--- src/rtl/mcp_send_fifo.sv ---
// Send-side FIFO that queues producer words for an MCP sender.
// Head word is presented on adatain/asend; a transfer happens when asend & aready.
module mcp_send_fifo #(
  parameter int DATA_LEN = 40,
  parameter int DEPTH    = 8
) (
  input  logic                     aclk,
  input  logic                     arst,
  input  logic                     wr_en,
  input  logic [DATA_LEN-1:0]      wr_data,
  input  logic                     clr_ovf,
  input  logic                     aready,
  output logic                     asend,
  output logic [DATA_LEN-1:0]      adatain,
  output logic                     full,
  output logic                     empty,
  output logic [$clog2(DEPTH):0]   count,
  output logic                     overflow
);

  localparam int AW = $clog2(DEPTH);

  logic [DATA_LEN-1:0] mem [DEPTH];
  logic [AW-1:0]       wr_ptr;
  logic [AW-1:0]       rd_ptr;
  logic                pop;
  logic                push;

  assign empty   = (count == '0);
  assign full    = (count == (AW+1)'(DEPTH));
  assign asend   = !empty;
  assign adatain = mem[rd_ptr];
  assign pop     = asend & aready;
  // A full FIFO still takes a word when the head leaves on the same edge.
  assign push    = wr_en & (!full | pop);

  always_ff @(posedge aclk or negedge arst) begin
    if (!arst) begin
      wr_ptr   <= '0;
      rd_ptr   <= '0;
      count    <= '0;
      overflow <= 1'b0;
    end else begin
      if (push) wr_ptr <= wr_ptr + 1'b1;
      if (pop)  rd_ptr <= rd_ptr + 1'b1;
      if (push && !pop)
        count <= count + 1'b1;
      else if (pop && !push)
        count <= count - 1'b1;
      // A new overflow event takes priority over a clear on the same edge.
      if (wr_en && full && !pop)
        overflow <= 1'b1;
      else if (clr_ovf)
        overflow <= 1'b0;
    end
  end

  always_ff @(posedge aclk) begin
    if (push) mem[wr_ptr] <= wr_data;
  end

endmodule
--- config.mk ---
export PLATFORM = sky130hd
export DESIGN_NAME = mcp_send_fifo
export DESIGN_NICKNAME = d
export VERILOG_FILES = /design/src/rtl/mcp_send_fifo.sv
export SDC_FILE = /design/constraint.sdc
export NUM_CORES = 1
export LEC_CHECK = 0
export BUFFER_PORTS_ARGS = -buffer_cell sky130_fd_sc_hd__buf_2
export CORE_ASPECT_RATIO = 1.2
export CORE_MARGIN = 4
export CORE_UTILIZATION = 62
export CTS_BUF_LIST = sky130_fd_sc_hd__clkbuf_4 sky130_fd_sc_hd__clkbuf_8
export DETAILED_ROUTE_END_ITERATION = 7
export PLACE_DENSITY_LB_ADDON = 0.2
export SYNTH_ARGS = -nofsm -noshare
export SYNTH_HDL_FRONTEND = slang
export SYNTH_SLANG_ARGS = --single-unit
export TNS_END_PERCENT = 10
--- constraint.sdc ---
create_clock -name aclk -period 6.4 [get_ports aclk]
set_clock_uncertainty 0.15 [all_clocks]
set_input_delay 0.96 -clock aclk [delete_from_list [all_inputs] [get_ports aclk]]
set_output_delay 0.96 -clock aclk [all_outputs]
set_load 0.005 [all_outputs]
==> metrics.md <==
| Metric | Value |
|---|---|
| Synth area leader | `edfxtp_1` |
| Worst setup SP type | `flip-flop` |
| Routing usage on met3 | `4.03%` |
| Most frequent cells in the layout | `edfxtp_1, buf_2, mux4_2, clkbuf_8, mux2_2` |
| Pre-CTS setup slack | `2.66 ns` |
| NumNets Final | `715` |
| Fin. max-slew vios | `0` |
| Initial core utilization | `63.0%` |
| EDFF count, synth | `320` |
| CTS hold repair buffers | `0` |
| Die height | `165 um` |
| Maximum capacitance violations | `0` |
| R2r startpoint | `count[0]` |
| Post-synthesis average cell area | `24.0 um^2` |
| Post-synth top flop | `edfxtp_1` |
| Gr ovfl total | `0` |
| VDD IR max | `0.000396 V` |
| Minimum clock period | `4.23 ns` |
| DR WL/cell | `24.0 um` |
| Worst-margin pin slew | `1.24 ns` |
| Clk root buf | `clkbuf_8` |
| Final worst path period share | `66.1%` |
| Top-area cell type share of the netlist area | `75.6%` |
| Final Cell Area | `14400 um^2` |
| Yosys warning count | `0` |
| Commonest non-fill, non-tap cell in the layout | `edfxtp_1` |
| Tot Pwr | `6.35 mW` |
| Drt via density | `5.92` |
| Critical path startpoint | `rd_ptr[0]` |
| Floorplan row count | `57` |
| CP max FO | `46` |
| Clock Latency Late Sink | `0.55 ns` |
| All-layer global routing usage | `21.0%` |
| Setup Total Neg Slack | `0 ns` |
| Clock Tree Buf Depth | `3` |
| Multi-input gate area | `2700 um^2` |
| Vias in the first global route | `6397` |
| Logic pwr share | `27.4%` |
| DRC viols | `0` |
| Synth Cell Area | `12700 um^2` |
| Storage element area | `9890 um^2` |
| Final ANT Viol Nets | `0` |
| Setup Buffers After CTS | `0` |
| Num ports | `93` |
| DRT iter0 DRCs | `436` |
| Placed Area | `13500 um^2` |
| First-pass GRT wire length | `36100 um` |
| Hold Fails Final Rpt | `0` |
| Worst hold path type | `in2async` |
| Leak Pwr | `4.81 nW` |
| Top cells by area, synth | `edfxtp_1, mux4_2, mux2_2` |
| Core area | `20200 um^2` |
| Depth of the CTS H-tree | `2` |
| Area grow syn2layout | `13.6%` |
| Share of flip-flops with an asynchronous set or reset | `3.32%` |
| Initial antenna violation count | `4` |
| Busiest layer in global routing | `met2` |
| Layout cells sized above 1 | `45.5%` |
| Routing usage on met2 | `36.7%` |
| Fmax | `236 MHz` |
| Cts bufs inserted | `49` |
| # fillers | `1204` |
| GR Util met1 | `27.0%` |
| RSZ-0062 raised after global routing | `false` |
| Clock-pin slew on the worst setup and hold paths | `0.06 ns` |
| Final WL | `23300 um` |
| Worst EP arrival | `3.12 ns` |
| Endpoints failing setup | `0` |
| Yosys reg bits | `331` |
| Clock power frac | `24.6%` |
| Die X | `139 um` |
| Setup CP Type | `reg2out` |
| Cells after Synth | `529` |
| Routability cong. | `0.717` |
| Worst Reg-to-Reg Cells | `9` |
| CP endpoint kind | `output pin` |
| Register area share after synthesis | `77.8%` |
| P_sw | `1.81 mW` |
| CTS tree | `built` |
| Critical path data required time | `5.29 ns` |
| Vias | `5753` |
| Cell variety after synth | `33` |
| Post_cts resized | `0` |
| Internal power | `4.54 mW` |
| Pwr dens | `440 nW/um^2` |
| Status | `finished, final reports clean` |
| DRT Pass-1 Iters | `5` |
| Worst setup margin | `2.17 ns` |
| Die Footprint | `22900 um^2` |
| Worst rel slew slack | `17.5%` |
| DP Wirelength | `12900 um` |
| Number of clock sinks | `331` |
| Fraction of power consumed by sequential logic | `48.0%` |
| Syn Nets | `580` |
| Largest net degree at the start of global routing | `83` |
| IO buf count | `92` |
| Core Util, Final | `71.6%` |
| Switching power share of the total | `28.5%` |
[worst paths after layout]
path                                    end  slack [ns]
worst max-delay path            adatain[33]        2.17
worst max register to register     count[3]        3.16
worst min-delay path              wr_ptr[0]        0.13
worst min register to register     overflow        0.36
max in group asynchronous         rd_ptr[1]        5.73
min in group aclk                  overflow        0.36
[state kept, by name, summed over array words and instances, names as in the netlist]
| signal | flops |
|---|---|
| mem | 320 |
| count | 4 |
| overflow | 1 |
| wr_ptr | 3 |
| rd_ptr | 3 |
[critical path: stages (launching register included)]
cell     delay [ns]
dfrtp_4        1.04
buf_4          0.50
mux4_2         0.57
mux2_2         0.31
buf_2          0.14
[power groups by stage]
stage	Sequential, mW	Clock [mW]	Combinational (mW)
global route	3.10	1.71	1.88
finish	3.05	1.56	1.74
global placement	3.07	0	1.73
detailed placement	3.10	0	1.77
floorplan	2.87	0	1.38
CTS	3.06	1.60	1.78
[final cells by class]
type / instances / area share (%)
Sequential cell: 331 / 68.5
Multi-Input combinational cell: 169 / 18.7
Clock buffer: 66 / 5.55
Timing Repair Buffer: 108 / 4.02
Tap cell: 265 / 2.30
Clock inverter: 24 / 0.771
Inverter: 5 / 0.130
Antenna cell: 3 / 0.0520
[through the flow]
step | hold WS, ns | instances
floorplan | 0.339 | 529
global placement | 0.327 | 878
detailed placement | 0.360 | 878
CTS | 0.0983 | 968
global route | 0.100 | 970
finish | 0.129 | 971
[cells in the mapped netlist, types with 2 or more instances]
| cell | n |
|---|---|
| edfxtp_1 | 320 |
| mux4_2 | 80 |
| mux2_2 | 42 |
| dfrtp_1 | 11 |
| buf_6 | 8 |
| buf_1 | 7 |
| clkbuf_1 | 6 |
| xnor2_1 | 6 |
| ha_1 | 5 |
| inv_1 | 5 |
| nor3_1 | 5 |
| nand2_1 | 4 |
| o211ai_1 | 4 |
| nand3_1 | 3 |
| nor2_1 | 3 |
| a21oi_1 | 2 |
| nand2b_1 | 2 |
[routing by layer]
layer	wire, um	share of wire (%)
met1	9120	39
met2	12400	53
met3	1300	5.6
met4	489	2.1
met5	17	0.073
[cell families (layout without fill, tap and decap cells)]
kind of cell	count (synthesis)	in the layout	synth area share, %
flip-flops	331	331	77.8
other	0	3	0
AO/OA/AOI/OAI	10	10	0.650
XOR/XNOR	6	6	0.414
multiplexers	124	124	18.1
adder cells (fa/ha/maj)	6	6	0.650
AND/OR/NAND/NOR	23	23	1.03
buffers and inverters	29	203	1.38
No activity file was read; power rests on OpenSTA's default activity.
